[src/rtl/quad_pixel_serializer.sv]
// Shader quad bus receiver: buffers packed 4-pixel RGB quads and serialises them
// into a one-pixel-per-cycle RGB888 stream tagged with raster position.
module quad_pixel_serializer #(
  parameter int unsigned BITS_X     = 9,
  parameter int unsigned BITS_Y     = 8,
  parameter int unsigned H_ACTIVE   = 320,
  parameter int unsigned V_ACTIVE   = 240,
  parameter int unsigned FIFO_DEPTH = 4
) (
  input  logic                          clk,
  input  logic                          rst,
  input  logic [31:0]                   R_quad,
  input  logic [31:0]                   G_quad,
  input  logic [31:0]                   B_quad,
  input  logic                          quad_valid,
  output logic                          quad_space,
  output logic [$clog2(FIFO_DEPTH):0]   fifo_level,
  output logic                          overflow,
  output logic [7:0]                    pix_r,
  output logic [7:0]                    pix_g,
  output logic [7:0]                    pix_b,
  output logic [BITS_X-1:0]             pix_x,
  output logic [BITS_Y-1:0]             pix_y,
  output logic                          pix_sof,
  output logic                          pix_eol,
  output logic                          pix_valid,
  input  logic                          pix_ready
);

  localparam int unsigned PW = $clog2(FIFO_DEPTH);
  localparam int unsigned LW = PW + 1;

  typedef struct packed {
    logic [31:0] r;
    logic [31:0] g;
    logic [31:0] b;
  } quad_t;

  typedef enum logic {S_IDLE, S_ACTIVE} state_e;

  quad_t             mem_q [FIFO_DEPTH];
  logic [PW-1:0]     wr_ptr_q, wr_ptr_d;
  logic [PW-1:0]     rd_ptr_q, rd_ptr_d;
  logic [LW-1:0]     level_q, level_d;
  logic              space_q, space_d;
  logic              ovf_q, ovf_d;
  state_e            state_q, state_d;
  logic [1:0]        lane_q, lane_d;
  quad_t             hold_q, hold_d;
  logic [BITS_X-1:0] x_q, x_d;
  logic [BITS_Y-1:0] y_q, y_d;
  logic [7:0]        r_q, r_d, g_q, g_d, b_q, b_d;
  logic              sof_q, sof_d, eol_q, eol_d, valid_q, valid_d;

  logic full_c, empty_c, push_c, pop_c, hs_c;

  // Lane 0 is the most significant byte of the quad.
  function automatic logic [7:0] lane_byte(input logic [31:0] q, input logic [1:0] l);
    case (l)
      2'd0:    return q[31:24];
      2'd1:    return q[23:16];
      2'd2:    return q[15:8];
      default: return q[7:0];
    endcase
  endfunction

  // FIFO storage needs no reset; pointers and level define validity.
  always_ff @(posedge clk) begin
    if (push_c) mem_q[wr_ptr_q] <= '{r: R_quad, g: G_quad, b: B_quad};
  end

  always_comb begin
    full_c   = (level_q == LW'(FIFO_DEPTH));
    empty_c  = (level_q == '0);
    push_c   = quad_valid && !full_c;
    hs_c     = valid_q && pix_ready;
    pop_c    = 1'b0;
    state_d  = state_q;
    lane_d   = lane_q;
    hold_d   = hold_q;

    case (state_q)
      S_IDLE: begin
        if (!empty_c) pop_c = 1'b1;
      end
      S_ACTIVE: begin
        if (hs_c) begin
          if (lane_q != 2'd3) begin
            lane_d = lane_q + 2'd1;
          end else if (!empty_c) begin
            pop_c = 1'b1;
          end else begin
            state_d = S_IDLE;
            lane_d  = 2'd0;
          end
        end
      end
      default: state_d = S_IDLE;
    endcase

    if (pop_c) begin
      hold_d  = mem_q[rd_ptr_q];
      lane_d  = 2'd0;
      state_d = S_ACTIVE;
    end

    wr_ptr_d = push_c ? wr_ptr_q + PW'(1) : wr_ptr_q;
    rd_ptr_d = pop_c  ? rd_ptr_q + PW'(1) : rd_ptr_q;
    case ({push_c, pop_c})
      2'b10:   level_d = level_q + LW'(1);
      2'b01:   level_d = level_q - LW'(1);
      default: level_d = level_q;
    endcase
    space_d = (level_d != LW'(FIFO_DEPTH));
    ovf_d   = ovf_q || (quad_valid && full_c);

    x_d = x_q;
    y_d = y_q;
    if (hs_c) begin
      if (x_q == BITS_X'(H_ACTIVE - 1)) begin
        x_d = '0;
        y_d = (y_q == BITS_Y'(V_ACTIVE - 1)) ? '0 : y_q + BITS_Y'(1);
      end else begin
        x_d = x_q + BITS_X'(1);
      end
    end

    r_d     = lane_byte(hold_d.r, lane_d);
    g_d     = lane_byte(hold_d.g, lane_d);
    b_d     = lane_byte(hold_d.b, lane_d);
    sof_d   = (x_d == '0) && (y_d == '0);
    eol_d   = (x_d == BITS_X'(H_ACTIVE - 1));
    valid_d = (state_d == S_ACTIVE);
  end

  always_ff @(posedge clk or posedge rst) begin
    if (rst) begin
      wr_ptr_q <= '0;
      rd_ptr_q <= '0;
      level_q  <= '0;
      space_q  <= 1'b1;
      ovf_q    <= 1'b0;
      state_q  <= S_IDLE;
      lane_q   <= 2'd0;
      hold_q   <= '0;
      x_q      <= '0;
      y_q      <= '0;
      r_q      <= '0;
      g_q      <= '0;
      b_q      <= '0;
      sof_q    <= 1'b1;
      eol_q    <= (H_ACTIVE == 1);
      valid_q  <= 1'b0;
    end else begin
      wr_ptr_q <= wr_ptr_d;
      rd_ptr_q <= rd_ptr_d;
      level_q  <= level_d;
      space_q  <= space_d;
      ovf_q    <= ovf_d;
      state_q  <= state_d;
      lane_q   <= lane_d;
      hold_q   <= hold_d;
      x_q      <= x_d;
      y_q      <= y_d;
      r_q      <= r_d;
      g_q      <= g_d;
      b_q      <= b_d;
      sof_q    <= sof_d;
      eol_q    <= eol_d;
      valid_q  <= valid_d;
    end
  end

  assign quad_space = space_q;
  assign fifo_level = level_q;
  assign overflow   = ovf_q;
  assign pix_r      = r_q;
  assign pix_g      = g_q;
  assign pix_b      = b_q;
  assign pix_x      = x_q;
  assign pix_y      = y_q;
  assign pix_sof    = sof_q;
  assign pix_eol    = eol_q;
  assign pix_valid  = valid_q;

endmodule
[config.mk]
export PLATFORM = sky130hd
export DESIGN_NAME = quad_pixel_serializer
export DESIGN_NICKNAME = d
export VERILOG_FILES = /design/src/rtl/quad_pixel_serializer.sv
export SDC_FILE = /design/constraint.sdc
export NUM_CORES = 1
export LEC_CHECK = 0
export BUFFER_PORTS_ARGS = -buffer_cell sky130_fd_sc_hd__buf_2
export CAP_MARGIN = 25
export CORE_MARGIN = 8
export CORE_UTILIZATION = 35
export CTS_CLUSTER_SIZE = 25
export DETAILED_ROUTE_END_ITERATION = 10
export SLEW_MARGIN = 10
export SYNTH_ARGS = -nofsm -noshare
export SYNTH_HDL_FRONTEND = slang
export SYNTH_SLANG_ARGS = --single-unit
[constraint.sdc]
create_clock -name clk -period 9.99 [get_ports clk]
set_clock_uncertainty 0.05 [all_clocks]
set_input_delay 1.998 -clock clk [delete_from_list [all_inputs] [get_ports clk]]
set_output_delay 1.998 -clock clk [all_outputs]
set_load 0.05 [all_outputs]
Word-level counts from Yosys, hierarchy flattened --
Memories as Yosys holds them, arrays and structs flattened. Cells that the tools add are included.
Word-level totals: flip-flop bits (word level) 151, word-level logic and storage cells 71, memories 1, input port bits 100, output and inout port bits 49, bits in writable memories 384
Operators by class: mux-type cells 25, reduce and logical (&&, ||, !) cells 10, $add $sub $neg 7, eq/ne operators 10, bitwise logic cells 1
Memories:
- mem_q | words 4, width 96, read ports 1, clocked after Yosys merged registers in 0, write ports 1, RTL line 41 | quad_t mem_q [FIFO_DEPTH];
Operator list (number):
- $mux 96 | 1
- $pmux 8 s3 | 3
- $mux 8 | 3
- $eq 9x9->1 const B | 2
- $mux 9 | 2
- $mux 2 | 5
- $add 9x1->9 const B | 1
- $logic_not 9->1 | 1
- $mux 1 | 9
- $add 8x1->8 const B | 1
- $eq 8x8->1 const B | 1
- $logic_not 8->1 | 1
- $add 2x1->2 const B | 3
- $pmux 3 s2 | 1
- $eq 2x1->1 const B | 2
- $eq 2x2->1 const B | 2
- $logic_and 1x1->1 | 4
- $add 3x1->3 const B | 1
- $eq 3x3->1 const B | 1
- $logic_not 3->1 | 1
- $ne 3x3->1 const B | 1
- $sub 3x1->3 const B | 1
- $logic_not 2->1 | 1
- $ne 2x2->1 const B | 1
- other kinds (4) | 4

Depth between registers and ports, before layout --
word-level depth 8, gate-level depth with buffers 14, gate-level depth less buffers 12

Worst setup path after synthesis --
No wires, ideal clock.
path kind input port to flip-flop, from input quad_valid, to memory mem_q[0][0] (netlist name) (enable), slack 4830 ps, stages on the path 2, setup time 466 ps, data arrival time 4644 ps, data required time 9474 ps, path buffers 0, cell sequence a21boi_1 and2_1
Between the ends: cells in the longest elaborated chain, start to end 3
Ends and longest elaborated chain:
- start, declared | RTL line 15 | input logic quad_valid,
- $logic_and 1x1->1 | RTL line 75 | push_c = quad_valid && !full_c;
- $mux 1 | RTL line 69 | if (push_c) mem_q[wr_ptr_q] <= '{r: R_quad, g: G_quad, b: B_quad};
- $mux 1 (not written as such) | RTL line 69
- end, declared | RTL line 41
Every way passes these cells.

==> flow_metrics.tcl <==
set metrics [dict create \
    die_area_um2 66400 \
    critPathLaunch "pix_ready" \
    cap_violations 0 \
    power-per-cell-area_nw_per_um2 311 \
    numCtsBuffers 56 \
    nets 1415 \
    drt_iter0_drc 909 \
    layout_commonest_cell "edfxtp_1" \
    synth-main-ff-cell "edfxtp_1" \
    post_cts.repair.setup_buffers 0 \
    core_area_um2 57700 \
    clock.fmax_mhz 237 \
    cp.arrival_ns 4.60 \
    drtAntennaViolNets 0 \
    cts_resized 0 \
    clock_path_buffers 3 \
    cp_data_required_time_ns 10.37 \
    slew_violations 0 \
    place.gp.congestion 0.808 \
    start_util_pct 35.4 \
    postCtsHoldBufs 0 \
    cts_tree "yes" \
    rr_startpoint "lane_q[0]$_DFF_PP0_" \
    antenna_found_initial 14 \
    crit_fanout 74 \
    final_layout_size_suffix_gt1_share_pct 30.4 \
    cts.sinks 535 \
    irDropWorstVdd_mv 0.147 \
    grt_pass1_wl_mm 70.8 \
    dr.pass1.iters 5 \
    yosysWarnings 0 \
    tns_ns 0 \
    dp_hpwl_mm 30.5 \
    fin_util_pct 41.4 \
    outcome "finished, final reports clean" \
    die_w_um 258 \
    viasPerCell 5.01 \
    setup_viol_count_final 0 \
    synth_seq_cells 535 \
    synthCells 1145 \
    drt_wl_total_mm 46.8 \
    hold_start "overflow$_DFF_PP0_" \
    final_cell_mix "edfxtp_1 (384), nand2_1 (171), buf_2 (148), dfrtp_1 (147), mux4_2 (96)" \
    final.min_clock_period_ns 4.22 \
    vias 10642 \
    path_clk_slew_ns 0.06 \
    slew_headroom_pct 30.8 \
    power_leakage_nw 8.74 \
    period_share_pct 42.3 \
    fin_hold_ws_ns 0.415 \
    ys_seq_area_share_pct 74.9 \
    criticalPathCategory "in2reg" \
    portBuffers 148 \
    tightest_slew_ns 1.04 \
    grt-ovfl-total 0 \
    min_path_type "reg2reg" \
    grt_max_degree 83 \
    clock_latency_ns 0.58 \
    wl_per_cell_um 22.0 \
    h-tree-depth 2 \
    synth_area_um2 20400 \
    rsz0062_at_grt "false" \
    critPathLaunchType "primary input" \
    grt_pass1_vias 11063 \
    io-pin-count 149 \
    synth_cell_type_count 55 \
    synth_edf_count 384 \
    cts_root_buf "clkbuf_16" \
    area_delta_synth_final_pct 16.8 \
    async_flop_share_pct 28.2 \
    synth.net_count 1254 \
    die_y_um 258 \
    hold_viol_final 0 \
    worstSetupEndpointType "register" \
    syn_avg_cell_area_um2 17.8 \
    grt_use_total_pct 13.9 \
    drcViolationCount 0 \
    rows 88 \
]
where the power goes:
| part | total, mW | internal, mW | switching, mW |
|---|---|---|---|
| Sequential | 3.30 | 3.01 | 0.295 |
| Combinational | 2.10 | 0.809 | 1.29 |
| Clock | 2.02 | 1.18 | 0.840 |
worst max-delay path: stages:
cell     delay, ns
buf_2         0.18
nand2_1       0.07
nand2_1       0.10
nand2_2       0.06
buf_4         0.33
inv_4         0.40
buf_4         0.70
mux2_2        0.42
a22oi_1       0.15
a31oi_1       0.12
cell usage after synthesis (4+ instances only):
| cell | count | area, µm² |
|---|---|---|
| edfxtp_1 | 384 | 11500 |
| clkbuf_1 | 34 | 128 |
| nand2_1 | 172 | 646 |
| nand3_1 | 28 | 140 |
| ha_1 | 8 | 100 |
| buf_4 | 4 | 30.0 |
| o31ai_1 | 5 | 37.5 |
| nor3_1 | 5 | 25.0 |
| a22oi_1 | 25 | 188 |
| xnor2_1 | 7 | 61.3 |
| dfrtp_1 | 149 | 3730 |
| mux2_2 | 50 | 563 |
| inv_1 | 14 | 52.6 |
| buf_1 | 6 | 22.5 |
| xor2_1 | 5 | 43.8 |
| buf_2 | 15 | 75.1 |
| nor2_1 | 32 | 120 |
| mux4_2 | 96 | 2160 |
| a31oi_1 | 25 | 156 |
| o21ai_0 | 14 | 70.1 |
| a21oi_1 | 4 | 20.0 |
| and2_1 | 9 | 56.3 |
| nor3b_1 | 5 | 37.5 |
final cells by class:
| cell class | count | area [µm²] |
|---|---|---|
| Tap cell | 765 | 957 |
| Clock buffer | 69 | 1480 |
| Sequential cell | 535 | 15300 |
| Timing Repair Buffer | 162 | 866 |
| Antenna cell | 6 | 15.0 |
| Inverter | 15 | 63.8 |
| Fill cell | 5172 | 33800 |
| Multi-Input combinational cell | 536 | 4840 |
| Clock inverter | 37 | 322 |
cells by family after synthesis:
family	synth area share, %
buf+inv	1.52
simple gates	5.94
mux	13.4
fa+ha+maj	0.588
compound gates	3.07
xor+xnor	0.514
flops	74.9
through the flow:
stage	setup WS, ns	power [mW]	instances	area, µm²
after floorplan	3.88	4.76	1145	20400
after global placement	5.20	5.45	2012	22000
after detailed placement	5.13	5.50	2012	22000
after CTS	5.77	7.54	2118	23800
after global routing	5.51	7.79	2119	23800
final	5.77	7.43	2125	23900
registers in the layout, indices dropped and copies added (netlist names):
register	cells
pix_valid	1
fifo_level	3
pix_y	8
pix_b	8
lane_q	2
pix_r	8
mem_q	384
pix_g	8
hold_q	96
overflow	1
pix_eol	1
rd_ptr_q	2
quad_space	1
wr_ptr_q	2
pix_sof	1
pix_x	9
per-layer routing:
layer	vias up	routed length, µm	GRT usage (%)
li1	4762	-	-
met1	5512	20900	19.2
met2	293	22000	22.1
met3	65	3000	3.29
met4	10	757	3.27
met5	-	63	0
worst paths after layout:
| kind | end | slack [ns] | cells after the start |
|---|---|---|---|
| max reg2reg | pix_r[1]$_DFF_PP0_ | 6.55 | 10 |
| min in group asynchronous | pix_y[1]$_DFF_PP0_ | 1.50 | 2 |
| max in group asynchronous | hold_q[95]$_DFF_PP0_ | 6.96 | 3 |
| min | overflow$_DFF_PP0_ | 0.42 | 1 |
| min reg2reg | overflow$_DFF_PP0_ | 0.42 | 1 |
| max | pix_r[1]$_DFF_PP0_ | 5.77 | 10 |
Note: power is estimated with default switching activity, not from simulation.
